**config.mk**
```make
export PLATFORM = sky130hd
export DESIGN_NAME = icmp_checksum_stream_flat
export DESIGN_NICKNAME = d
export VERILOG_FILES = /design/src/rtl/icmp_checksum_stream_if.sv /design/src/rtl/icmp_checksum_stream.sv /design/src/flat_wrapper.sv
export SDC_FILE = /design/constraint.sdc
export NUM_CORES = 1
export LEC_CHECK = 0
export ABC_AREA = 1
export BUFFER_PORTS_ARGS = -buffer_cell sky130_fd_sc_hd__buf_4
export CORE_ASPECT_RATIO = 0.6
export CORE_MARGIN = 8
export CORE_UTILIZATION = 30
export DETAILED_ROUTE_END_ITERATION = 16
export GPL_TIMING_DRIVEN = 0
export HOLD_SLACK_MARGIN = 0.08
export PLACE_DENSITY = 0.45
export SYNTH_ARGS = -nofsm -noshare
export SYNTH_HDL_FRONTEND = slang
export SYNTH_SLANG_ARGS = --single-unit
export TNS_END_PERCENT = 30
```
**constraint.sdc**
```tcl
create_clock -name clock -period 2.5 [get_ports clock]
set_input_delay 0.125 -clock clock [delete_from_list [all_inputs] [get_ports clock]]
set_output_delay 0.125 -clock clock [all_outputs]
set_load 0.005 [all_outputs]
```
**src/rtl/icmp_checksum_stream_if.sv**
```systemverilog
// Stream-in / result-out handshake bundle for icmp_checksum_stream.
// in_keep exists only when ICMP_CSUM_BYTE_MASK_EN is defined.
interface icmp_checksum_stream_if #(
  parameter int DATA_W = 32
);
  logic              in_valid;
  logic              in_ready;
  logic [DATA_W-1:0] in_data;
  logic              in_last;
`ifdef ICMP_CSUM_BYTE_MASK_EN
  logic [DATA_W/8-1:0] in_keep;
`endif
  logic              csum_valid;
  logic              csum_ready;
  logic [15:0]       csum;
  logic              csum_ok;
  logic              csum_err;

`ifdef ICMP_CSUM_BYTE_MASK_EN
  modport master (
    output in_valid, in_data, in_last, in_keep, csum_ready,
    input  in_ready, csum_valid, csum, csum_ok, csum_err
  );
  modport slave (
    input  in_valid, in_data, in_last, in_keep, csum_ready,
    output in_ready, csum_valid, csum, csum_ok, csum_err
  );
`else
  modport master (
    output in_valid, in_data, in_last, csum_ready,
    input  in_ready, csum_valid, csum, csum_ok, csum_err
  );
  modport slave (
    input  in_valid, in_data, in_last, csum_ready,
    output in_ready, csum_valid, csum, csum_ok, csum_err
  );
`endif
endinterface

```
**src/rtl/icmp_checksum_stream.sv**
```systemverilog
// Streaming one's-complement (Internet) checksum over DATA_W-bit beats, up to MAX_BEATS per packet.
// Optional byte masking of each beat via in_keep when ICMP_CSUM_BYTE_MASK_EN is defined.
module icmp_checksum_stream #(
  parameter int DATA_W    = 32,
  parameter int MAX_BEATS = 64
) (
  input  logic                    clock,
  input  logic                    hardreset_n,
  icmp_checksum_stream_if.slave   bus
);

  localparam int LANES = DATA_W / 16;
  localparam int CNT_W = $clog2(MAX_BEATS + 1);

  typedef enum logic [1:0] {ACC, FOLD1, FOLD2, OUT} state_t;

  state_t             state_q, state_d;
  logic [31:0]        acc_q, acc_d;
  logic [CNT_W-1:0]   beat_cnt_q, beat_cnt_d;
  logic               err_q, err_d;
  logic [15:0]        csum_q, csum_d;
  logic               csum_ok_q, csum_ok_d;
  logic               csum_err_q, csum_err_d;

  logic [DATA_W-1:0]  data_m;
  logic [31:0]        beat_sum;
  logic [31:0]        acc_fold;
  logic               beat_full;
  logic               in_ready;
  logic               csum_valid;

  always_comb begin
    data_m = bus.in_data;
`ifdef ICMP_CSUM_BYTE_MASK_EN
    for (int unsigned b = 0; b < DATA_W / 8; b++) begin
      if (!bus.in_keep[b]) data_m[b*8 +: 8] = '0;
    end
`endif
    beat_sum = '0;
    for (int unsigned l = 0; l < LANES; l++) begin
      beat_sum = beat_sum + {16'h0000, data_m[l*16 +: 16]};
    end
  end

  assign acc_fold  = {16'h0000, acc_q[15:0]} + {16'h0000, acc_q[31:16]};
  assign beat_full = (beat_cnt_q == CNT_W'(MAX_BEATS - 1));

  always_comb begin
    state_d    = state_q;
    acc_d      = acc_q;
    beat_cnt_d = beat_cnt_q;
    err_d      = err_q;
    csum_d     = csum_q;
    csum_ok_d  = csum_ok_q;
    csum_err_d = csum_err_q;
    in_ready   = 1'b0;
    csum_valid = 1'b0;
    unique case (state_q)
      ACC: begin
        in_ready = 1'b1;
        if (bus.in_valid) begin
          acc_d      = acc_q + beat_sum;
          beat_cnt_d = beat_cnt_q + CNT_W'(1);
          if (bus.in_last || beat_full) state_d = FOLD1;
          // Hitting the beat limit without in_last marks the packet as truncated.
          if (beat_full && !bus.in_last) err_d = 1'b1;
        end
      end
      FOLD1: begin
        acc_d   = acc_fold;
        state_d = FOLD2;
      end
      FOLD2: begin
        acc_d      = acc_fold;
        csum_d     = ~acc_fold[15:0];
        csum_ok_d  = (acc_fold[15:0] == 16'hFFFF);
        csum_err_d = err_q;
        state_d    = OUT;
      end
      OUT: begin
        csum_valid = 1'b1;
        if (bus.csum_ready) begin
          acc_d      = '0;
          beat_cnt_d = '0;
          err_d      = 1'b0;
          state_d    = ACC;
        end
      end
      default: state_d = ACC;
    endcase
  end

  always_ff @(posedge clock or negedge hardreset_n) begin
    if (!hardreset_n) begin
      state_q    <= ACC;
      acc_q      <= '0;
      beat_cnt_q <= '0;
      err_q      <= 1'b0;
      csum_q     <= '0;
      csum_ok_q  <= 1'b0;
      csum_err_q <= 1'b0;
    end else begin
      state_q    <= state_d;
      acc_q      <= acc_d;
      beat_cnt_q <= beat_cnt_d;
      err_q      <= err_d;
      csum_q     <= csum_d;
      csum_ok_q  <= csum_ok_d;
      csum_err_q <= csum_err_d;
    end
  end

  assign bus.in_ready   = in_ready;
  assign bus.csum_valid = csum_valid;
  assign bus.csum       = csum_q;
  assign bus.csum_ok    = csum_ok_q;
  assign bus.csum_err   = csum_err_q;

endmodule
```
**src/flat_wrapper.sv**
```systemverilog
// flat-port wrapper written by rule: the top's interface ports become plain ports
module icmp_checksum_stream_flat 
#(
  parameter int DATA_W    = 32,
  parameter int MAX_BEATS = 64
)
  (clock, hardreset_n, bus_in_valid, bus_in_data, bus_in_last, bus_csum_ready, bus_in_ready, bus_csum_valid, bus_csum, bus_csum_ok, bus_csum_err);
  icmp_checksum_stream_if #(.DATA_W(DATA_W)) bus_i ();
  input  logic clock;
  input  logic hardreset_n;
  input wire logic [$bits(bus_i.in_valid)-1:0] bus_in_valid;
  input wire logic [$bits(bus_i.in_data)-1:0] bus_in_data;
  input wire logic [$bits(bus_i.in_last)-1:0] bus_in_last;
  input wire logic [$bits(bus_i.csum_ready)-1:0] bus_csum_ready;
  output wire logic [$bits(bus_i.in_ready)-1:0] bus_in_ready;
  output wire logic [$bits(bus_i.csum_valid)-1:0] bus_csum_valid;
  output wire logic [$bits(bus_i.csum)-1:0] bus_csum;
  output wire logic [$bits(bus_i.csum_ok)-1:0] bus_csum_ok;
  output wire logic [$bits(bus_i.csum_err)-1:0] bus_csum_err;
  assign bus_i.in_valid = bus_in_valid;
  assign bus_i.in_data = bus_in_data;
  assign bus_i.in_last = bus_in_last;
  assign bus_i.csum_ready = bus_csum_ready;
  assign bus_in_ready = bus_i.in_ready;
  assign bus_csum_valid = bus_i.csum_valid;
  assign bus_csum = bus_i.csum;
  assign bus_csum_ok = bus_i.csum_ok;
  assign bus_csum_err = bus_i.csum_err;
  icmp_checksum_stream #(.DATA_W(DATA_W), .MAX_BEATS(MAX_BEATS)) u_core (.clock(clock), .hardreset_n(hardreset_n), .bus(bus_i));
endmodule
```
==> results by group, run 1 <==
STA
  – Fin crit period: 2.74 ns
  – Final worst setup slack: -0.236 ns
  – Fin Setup TNS: -2.89 ns
  – FMAX: 0.365 GHz
  – Worst slew pin tran: 0.815 ns
  – Fin crit share: 109%
  – RSZ-0062 raised after global routing: true
  – Final Hold Fails: 0
  – Slew HR: 45.7%
  – Final setup fails: 19
  – Final Slew Violations: 0
  – Skew final: 0.00375 ns

Final layout
  – Synth-to-layout area growth: 30.2%
  – Combined flip-flop and latch cell area: 1500 um^2
  – Multi-input logic area: 4140 um^2
  – Fin area: 7270 um^2
  – Layout cell share with drive strength beyond 1: 22.4%
  – Nets: 1032
  – Antenna cells: 0
  – Fill count: 1994

Placed design
  – Post-DP HPWL: 15.4 mm
  – # port buffers: 56
  – Placer congestion estimate: 0.825
  – Placed Area: 6360 um^2

Logic synthesis
  – Yosys top cell by area: dfrtp_1
  – Post-Synthesis Cells: 852
  – Cell variety after synth: 39
  – Ys Warns: 0
  – Synth Flop Type: dfrtp_1
  – FFs w/ async S/R, synth: 100%
  – Yosys top cell area share: 26.9%
  – Seq/Total Area, Yosys: 26.9%
  – Top-count cell post-synth: nand2_1
  – Commonest cells post-synth: nand2_1, inv_1, nor2_1
  – Synth Cell Area: 5590 um^2
  – Syn Area/Cell: 6.56 um^2
  – Post-synth net total: 945
  – Synth area leaders: dfrtp_1, nand2_1, ha_1
  – FF+latch count, synth: 60
  – Number of flops mapped to enable cells by yosys: 0

Hold path
  – Hold path cells: 3
  – Hold Path Origin: bus_in_last
  – Tightest Hold Check Type: in2reg
  – Sink of the worst hold path: u_core.err_q$_DFFE_PN0P_

Setup path
  – Start point of the critical path: bus_in_data[2]
  – CP Capture Type: register
  – Max stage delay on crit path: 0.42 ns
  – Crit path DAT: 2.96 ns
  – Worst r2r src: u_core.acc_q[18]$_DFFE_PN0P_
  – Worst path buffer plus inverter count: 3
  – Reg2Reg Capture Point: u_core.bus.csum_ok$_DFFE_PN0P_
  – Req. time, crit path: 2.73 ns
  – CP top delay family: simple AND/OR/NAND/NOR gates
  – FF-to-FF setup slack: 0.16 ns
  – Startpoint Class: input pin
  – R2R depth: 10
  – Crit-path slowest cell: ha_1
  – Crit-path max FO: 5
  – Critical path cell sequence: buf_4, ha_4, a21oi_2, nand2_2, nand3_1, nand4_1, buf_4, a21oi_2, xnor2_1, ha_1, nand2_4, nor3_4, nand4_1, nand3_4, buf_4, nand3_1, nand2_1, nor2_1
  – Most frequent CP cell: buf_4
  – Setup CP Type: in2reg

Floorplan
  – Die ar.: 23400 um^2
  – I/O pins: 57
  – Number of core rows: 38
  – Die height: 122 um
  – Chip width: 192 um
  – Effective utilization at floorplan: 30.8%
  – Core box area: 18200 um^2

Clocking
  – CTS Buf Count: 9
  – TritonCTS Sinks: 60
  – Clk Latency, worst-skew pair: 0.34 ns
  – Reg clk slew, reported paths: 0.05 ns
  – Total number of H-tree levels: 3
  – CTS tree: built
  – Longest Clk Path Bufs: 2
  – Root Driver: clkbuf_16

Route
  – Antenna-violating nets left: 0
  – Final wirelength: 18.8 mm
  – First-pass DRT Iterations: 5
  – Routed via count: 5735
  – DR DRC count: 0
  – WL per Instance: 15.9 um
  – Iter 0 DRT Violations: 463
  – Vias per inst: 4.85

Global routing
  – GRT Util Overall: 16.1%
  – First-pass GRT wire length: 29.3 mm
  – Initial antenna violation count: 0
  – Gr ovfl total: 0
  – Largest net degree at the start of global routing: 61
  – Vias in the first global route: 5172

Run status
  – Status: finished, violations left
  – Failing checks: negative setup slack

Power
  – Pleak: 3.58 nW
  – Peak supply drop: 0.345 mV
  – Pwr per Cell Area: 1030 nW/um^2

Flow run
  – Max cap viols: 0
==> through the flow <==
stage | power (mW) | hold slack, ns | setup slack [ns] | util [%] | std cells
2_1_floorplan | 4.28 | -0.171 | -0.126 | - | 852
3_3_place_gp | 5.65 | 0.276 | -0.857 | 35.0 | 1148
3_5_place_dp | 5.64 | 0.270 | -0.833 | 35.0 | 1148
4_1_cts | 7.24 | 0.157 | -0.248 | 38.2 | 1175
5_1_grt | 8.18 | 0.199 | -0.386 | 40.0 | 1183
6_report | 7.49 | 0.175 | -0.236 | 40.0 | 1183
==> worst max-delay path by stage <==
stage / to / slack [ns] / cells past startpoint
2_1_floorplan: u_core.acc_q[21]$_DFFE_PN0P_ / -0.13 / 19
3_3_place_gp: u_core.acc_q[22]$_DFFE_PN0P_ / -0.86 / 23
3_5_place_dp: u_core.acc_q[22]$_DFFE_PN0P_ / -0.83 / 23
4_1_cts: u_core.acc_q[22]$_DFFE_PN0P_ / -0.25 / 23
5_1_grt: u_core.acc_q[22]$_DFFE_PN0P_ / -0.39 / 19
6_report: u_core.acc_q[18]$_DFFE_PN0P_ / -0.24 / 18
==> report_power, final <==
part	internal [mW]	switching (mW)	total, mW
Sequential	1.30	0.290	1.59
Clock	0.858	0.448	1.31
Combinational	1.69	2.90	4.59
Total	3.85	3.64	7.49
==> sequential cells by signal, indices dropped and copies added (netlist names) <==
signal               cells
u_core.acc_q            32
u_core.beat_cnt_q        7
u_core.state_q           2
u_core.bus.csum_err      1
u_core.err_q             1
u_core.bus.csum         16
u_core.bus.csum_ok       1
==> metal layers <==
| layer | GRT usage (%) | vias up | wire, um |
|---|---|---|---|
| li1 | - | 3002 | - |
| met1 | 26.8 | 2615 | 10900 |
| met2 | 20.0 | 104 | 6860 |
| met3 | 3.71 | 14 | 955 |
| met4 | 2.71 | 0 | 142 |
| met5 | 0 | - | 0 |
==> worst min-delay path: cells and delay by family <==
| family | cells | cell delay [ns] |
|---|---|---|
| AO/OA/AOI/OAI | 2 | 0.26 |
| buffers and inverters | 1 | 0.08 |
==> logic make-up (layout without fill, tap and decap cells) <==
logic type / Yosys count / count (layout) / share of synthesized area, %
buffers and inverters: 110 / 201 / 7.75
AND/OR/NAND/NOR: 468 / 468 / 36.2
XOR/XNOR: 17 / 17 / 2.67
AO/OA/AOI/OAI: 141 / 141 / 13.6
adder cells (fa/ha/maj): 56 / 56 / 12.9
flip-flops: 60 / 60 / 26.9
==> timing repair <==
action,CTS,global route
endpoints found under the setup margin,24,25
hold endpoints to repair,60,0
pin swaps,24,27
hold buffers,1,0
setup buffers,11,8
gates resized for setup,44,69
==> cells in the final DEF (no fill, tap or decap), types with 9 or more instances in the layout <==
cell type | netlist | routed
inv_1 | 93 | 89
nand3_1 | 58 | 48
nor2_1 | 81 | 70
nand3b_1 | 12 | 12
a21oi_1 | 69 | 41
xor2_1 | 11 | 10
ha_4 | 0 | 9
nand3_2 | 2 | 9
nand4_1 | 13 | 13
a31oi_1 | 11 | 11
ha_1 | 53 | 39
nand2_2 | 0 | 15
nand2_1 | 273 | 253
o21ai_0 | 47 | 35
o21ai_1 | 1 | 9
dfrtp_1 | 60 | 60
clkbuf_16 | 0 | 9
buf_4 | 0 | 71
nor3_1 | 11 | 10
a21oi_2 | 0 | 27
==> area by class of cell <==
class                   instances  area share, %
plain buffers                  13          0.912
clock buffers                   9           3.10
clock inverters                 6           1.10
inverters                      97           5.04
multi-input cells             682           57.0
flip-flops and latches         60           20.7
well taps                     240           4.13
repair buffers                 76           8.09
No activity file was read; power rests on OpenSTA's default activity.
==> run 2: changes to the inputs <==
- CORE_UTILIZATION: 30 -> 55
- PLACE_DENSITY: 0.45 -> 0.74
- RECOVER_POWER: default -> 50
==> run 2 against run 1 <==
Compared with the run above: the flow finishes with violations (max-capacitance violations, max-slew violations, negative setup slack); register-to-register slack better by 0.05 ns; non-clock buffer count down 1; hold slack better by 0.00082 ns; maximum frequency down 3.0%; design area down 4.0%; sequential power about the same; routed wire length down 3.4%; combinational power down 2%; utilization up 31 points; setup slack worse by 0.085 ns; first-iteration DRC count up 25%; clock power down 14%; largest power group unchanged.
==> results by group, run 2 (synthesis gave the netlist of run 1 again) <==
Clocking
  – Root Driver: clkbuf_16
  – Reg clk slew, reported paths: 0.05 ns
  – Total number of H-tree levels: 3
  – CTS Buf Count: 9
  – CTS tree: built
  – Clk Latency, worst-skew pair: 0.33 ns
  – Longest Clk Path Bufs: 2
  – TritonCTS Sinks: 60

Global routing
  – Vias in the first global route: 5536
  – Largest net degree at the start of global routing: 61
  – First-pass GRT wire length: 29.0 mm
  – Initial antenna violation count: 1
  – Gr ovfl total: 0
  – GRT Util Overall: 26.3%

Floorplan
  – Effective utilization at floorplan: 56.5%
  – Die ar.: 13700 um^2
  – Die height: 94.1 um
  – Core box area: 9880 um^2
  – Number of core rows: 28
  – I/O pins: 57
  – Chip width: 146 um

Setup path
  – Reg2Reg Capture Point: u_core.acc_q[16]$_DFFE_PN0P_
  – Worst r2r src: u_core.acc_q[0]$_DFFE_PN0P_
  – Crit path DAT: 3.08 ns
  – Start point of the critical path: bus_in_data[16]
  – Req. time, crit path: 2.76 ns
  – R2R depth: 13
  – Crit-path max FO: 4
  – Startpoint Class: input pin
  – Max stage delay on crit path: 0.38 ns
  – Crit-path slowest cell: ha_2
  – FF-to-FF setup slack: 0.21 ns
  – Setup CP Type: in2reg
  – Critical path cell sequence: buf_6, ha_4, inv_2, fa_2, nand3b_1, nand2_2, a21oi_4, nand3b_1, nand2_2, xor2_1, ha_2, nand2_1, nor2_4, inv_1, nor2_2, nand4_1, nand3_2, nand3_1, nand2_1, nand2_1, nor2_1
  – Worst path buffer plus inverter count: 3
  – CP Capture Type: register
  – Most frequent CP cell: nand2_1
  – CP top delay family: simple AND/OR/NAND/NOR gates

Placed design
  – # port buffers: 56
  – Dpl ws: -0.883 ns
  – Post-DP HPWL: 14.1 mm
  – Placer congestion estimate: 0.955
  – Placed insts: 1043

STA
  – RSZ-0062 raised after global routing: true
  – Final Slew Violations: 61
  – WHS: 0.176 ns
  – Fin crit share: 113%
  – FMAX: 0.354 GHz
  – Fin crit period: 2.82 ns
  – Final worst setup slack: -0.321 ns
  – Final Hold Fails: 0
  – Final setup fails: 21
  – Worst slew pin tran: 1.51 ns
  – Slew HR: -0.700%
  – Skew final: 0.00534 ns

Final layout
  – Synth-to-layout area growth: 24.9%
  – Antenna cells: 0
  – Commonest non-fill, non-tap cell in the layout: nand2_1
  – Post-Layout Cell Count: 1077
  – Commonest cells after routing, fill and taps aside: nand2_1, inv_1, nor2_1
  – Top reg by flops: u_core.acc_q
  – Final Core Density: 70.6%
  – Multi-input logic area: 4040 um^2
  – Combined flip-flop and latch cell area: 1500 um^2
  – Layout cell share with drive strength beyond 1: 19.7%
  – Nets: 1031
  – Fill count: 856
  – Max reg flops: 32

Power
  – Pleak: 3.53 nW
  – Peak supply drop: 0.619 mV
  – Total power draw: 7.25 mW
  – Pwr per Cell Area: 1040 nW/um^2

Route
  – Final wirelength: 18.2 mm
  – First-pass DRT Iterations: 5
  – Iter 0 DRT Violations: 581
  – Routed via count: 6114
  – Vias per inst: 5.68
  – DR DRC count: 0
  – Antenna-violating nets left: 0
  – WL per Instance: 16.9 um

Run status
  – Failing checks: max-capacitance violations, max-slew violations, negative setup slack
  – Status: finished, violations left

Hold path
  – Sink of the worst hold path: u_core.acc_q[19]$_DFFE_PN0P_
  – Hold Path Origin: bus_csum_ready
  – Hold path cells: 4
  – Tightest Hold Check Type: in2reg

Flow run
  – Max cap viols: 1
[run 2: cell type report]
type / instances / share of cell area, %
plain buffers: 13 / 0.950
clock buffers: 13 / 3.73
clock inverters: 2 / 0.143
inverters: 97 / 5.25
multi-input cells: 682 / 57.9
flip-flops and latches: 60 / 21.5
well taps: 135 / 2.42
repair buffers: 75 / 8.07
[run 2: routing by layer]
| metal | wire length [um] | vias to the layer above | GRT usage (%) |
|---|---|---|---|
| li1 | - | 2980 | - |
| met1 | 8440 | 2814 | 37.6 |
| met2 | 7510 | 285 | 36.9 |
| met3 | 1980 | 33 | 8.99 |
| met4 | 263 | 2 | 6.73 |
| met5 | 13 | - | 0 |
[run 2: how the worst max path moves through the flow]
stage	to	cells past startpoint	slack, ns
final	u_core.acc_q[27]$_DFFE_PN0P_	21	-0.32
after detailed placement	u_core.acc_q[22]$_DFFE_PN0P_	20	-0.88
after floorplan	u_core.acc_q[21]$_DFFE_PN0P_	19	-0.13
after global placement	u_core.acc_q[22]$_DFFE_PN0P_	23	-0.84
after global routing	u_core.acc_q[22]$_DFFE_PN0P_	23	-0.45
after CTS	u_core.acc_q[22]$_DFFE_PN0P_	23	-0.20
[run 2: worst register-to-register path, cell delays in order (launching register included)]
cell	delay (ns)
dfrtp_1	0.40
ha_1	0.23
fa_1	0.43
nand2_1	0.10
nand2_1	0.07
and2_2	0.21
nand2_1	0.09
nand2_2	0.10
nand2_1	0.11
nand3b_1	0.10
nand3_1	0.15
nand2_1	0.08
nand2_1	0.06
nand2_1	0.05
[run 2: repair_timing]
action,4_1_cts,5_1_grt
gates resized for setup,52,29
endpoints found under the hold margin,60,0
pin swaps,24,8
setup endpoints to repair,23,24
setup buffers,16,2
hold buffers,1,0
cloned,0,0
[run 2: metrics by stage]
stage / TNS (ns) / area [um^2]
floorplan: -1.81 / 5640
global placement: -14.39 / 6230
detailed placement: -15.44 / 6230
CTS: -1.91 / 6870
global route: -7.43 / 6980
finish: -3.42 / 6980
[run 2: power by group]
part           internal [mW]  switching, mW  total (mW)
registers               1.30          0.298        1.60
logic                   1.61           2.90        4.52
clock network          0.715          0.416        1.13
==> run 3: changes to the inputs <==
- REMOVE_ABC_BUFFERS: default -> 1
- SETUP_SLACK_MARGIN: default -> 0.02
==> run 3 against run 2 <==
Compared with the run above: the flow still finishes with violations (max-capacitance violations, max-slew violations, negative setup slack); setup slack better by 0.14 ns; combinational power grew 6.2%; clock skew is 0.00057 ns higher; critical path type unchanged; largest cell class unchanged.
==> results by group, run 3 (synthesis gave the netlist of run 1 again) <==
Run status
  – Status: finished, violations left
  – Failing checks: max-capacitance violations, max-slew violations, negative setup slack

Final layout
  – Nets: 1019
  – Fill count: 810
  – Commonest cells after routing, fill and taps aside: nand2_1, inv_1, nor2_1
  – Post-Layout Cell Count: 1066
  – Max reg flops: 32
  – Top reg by flops: u_core.acc_q
  – Antenna cells: 0
  – Final Core Density: 72.5%
  – Synth-to-layout area growth: 28.2%
  – Commonest non-fill, non-tap cell in the layout: nand2_1
  – Layout cell share with drive strength beyond 1: 22.4%

Route
  – DR DRC count: 0
  – Final wirelength: 18.6 mm
  – Antenna-violating nets left: 0
  – Iter 0 DRT Violations: 607
  – WL per Instance: 17.4 um
  – First-pass DRT Iterations: 7
  – Routed via count: 6201
  – Vias per inst: 5.82

Placed design
  – # port buffers: 56
  – Placer congestion estimate: 0.924
  – Post-DP HPWL: 14.0 mm
  – Placed insts: 1030
  – Dpl ws: -1.09 ns

STA
  – Final worst setup slack: -0.179 ns
  – Fin crit period: 2.68 ns
  – Slew HR: -5.41%
  – WHS: 0.156 ns
  – Final Hold Fails: 0
  – Skew final: 0.00590 ns
  – FMAX: 0.373 GHz
  – RSZ-0062 raised after global routing: true
  – Fin crit share: 107%
  – Final setup fails: 23
  – Final Slew Violations: 61
  – Fin Setup TNS: -2.54 ns
  – Worst slew pin tran: 1.58 ns

Clocking
  – Clk Latency, worst-skew pair: 0.34 ns
  – TritonCTS Sinks: 60
  – CTS Buf Count: 9
  – Longest Clk Path Bufs: 2
  – CTS tree: built
  – Root Driver: clkbuf_16
  – Total number of H-tree levels: 3
  – Reg clk slew, reported paths: 0.06 ns

Global routing
  – GRT Util Overall: 26.0%
  – Gr ovfl total: 0
  – Initial antenna violation count: 0
  – Largest net degree at the start of global routing: 61
  – Vias in the first global route: 5747
  – First-pass GRT wire length: 28.9 mm

Floorplan
  – Die height: 94.1 um
  – I/O pins: 57
  – Chip width: 146 um
  – Number of core rows: 28
  – Core box area: 9880 um^2
  – Effective utilization at floorplan: 56.5%
  – Die ar.: 13700 um^2

Setup path
  – CP Capture Type: register
  – Req. time, crit path: 2.73 ns
  – Startpoint Class: input pin
  – Crit-path max FO: 6
  – Setup CP Type: in2reg
  – Crit path DAT: 2.91 ns
  – FF-to-FF setup slack: -0.09 ns

Power
  – Pwr per Cell Area: 1080 nW/um^2
  – Peak supply drop: 0.813 mV
  – Pleak: 3.54 nW

Flow run
  – Max cap viols: 1

Hold path
  – Tightest Hold Check Type: in2reg
-- run 3: cell count changes in the layout (fill, tap and decap cells not counted), moves of 4 or more --
cell	before	now
ha_2	3	7
nor2_1	73	68
a21oi_4	3	8
a21oi_1	48	43
nand2_1	256	251
nor2_2	6	10
buf_2	8	0
ha_1	41	34
-- run 3: final cells by class --
cell class | instances | area (um^2) | share of cell area [%]
clock inverters | 4 | 72.6 | 1.01
well taps | 135 | 169 | 2.36
multi-input cells | 682 | 4230 | 59.1
flip-flops and latches | 60 | 1500 | 21.0
repair buffers | 76 | 571 | 7.97
inverters | 97 | 367 | 5.12
clock buffers | 12 | 246 | 3.44
-- run 3: where the power goes --
part	internal [mW]	switching, mW	total [mW]
Sequential	1.30	0.298	1.60
Combinational	1.74	3.06	4.80
Clock	0.898	0.463	1.36
-- run 3: path summary, 6_finish.rpt --
check | from | to | cells past startpoint
hold reg to reg | u_core.bus.csum_err$_DFFE_PN0P_ | u_core.bus.csum_err$_DFFE_PN0P_ | 2
hold / removal | bus_in_last | u_core.err_q$_DFFE_PN0P_ | 3
setup / recovery | bus_in_data[16] | u_core.acc_q[18]$_DFFE_PN0P_ | 20
min in group asynchronous | hardreset_n | u_core.bus.csum[7]$_DFFE_PN0P_ | 2
setup reg to reg | u_core.state_q[0]$_DFFE_PN0P_ | u_core.beat_cnt_q[4]$_DFFE_PN0P_ | 8
max in group asynchronous | hardreset_n | u_core.acc_q[11]$_DFFE_PN0P_ | 2
-- run 3: per-layer routing --
| layer | vias to the layer above | part of all wire [%] | wire length, um | global-route usage [%] |
|---|---|---|---|---|
| li1 | 2979 | - | - | - |
| met1 | 2919 | 45 | 8360 | 35.5 |
| met2 | 267 | 43 | 7970 | 38.4 |
| met3 | 36 | 11 | 2010 | 9.76 |
| met4 | 0 | 1.3 | 240 | 5.29 |
| met5 | - | 0 | 0 | 0 |
-- run 3: per-stage QoR --
| step | power [mW] | instance area (um^2) |
|---|---|---|
| finish | 7.76 | 7160 |
| detailed placement | 5.45 | 6110 |
| global route | 8.30 | 7160 |
| CTS | 7.15 | 6750 |
| floorplan | 4.15 | 5520 |
| global placement | 5.30 | 6110 |
-- run 3: repair_timing --
item | CTS | global route
hold buffers | 1 | 0
gates resized for setup | 62 | 86
pin swaps | 20 | 34
endpoints found under the setup margin | 40 | 35
buffers inserted | 13 | 6
hold endpoints to repair | 60 | 0
-- run 3: worst max-delay path, cell delays in order --
cell and delay [ns]:
buf_6 0.08, ha_4 0.13, inv_2 0.03, fa_2 0.33
nand3b_1 0.18, nand2_2 0.11, a21oi_4 0.09, o21ai_2 0.14
buf_4 0.14, xor2_1 0.23, ha_4 0.27, nand2_4 0.12
o21ai_2 0.10, inv_1 0.12, nand2_1 0.11, nand2_1 0.12
nand3_4 0.13, buf_4 0.16, a21oi_1 0.14, nor2_1 0.06
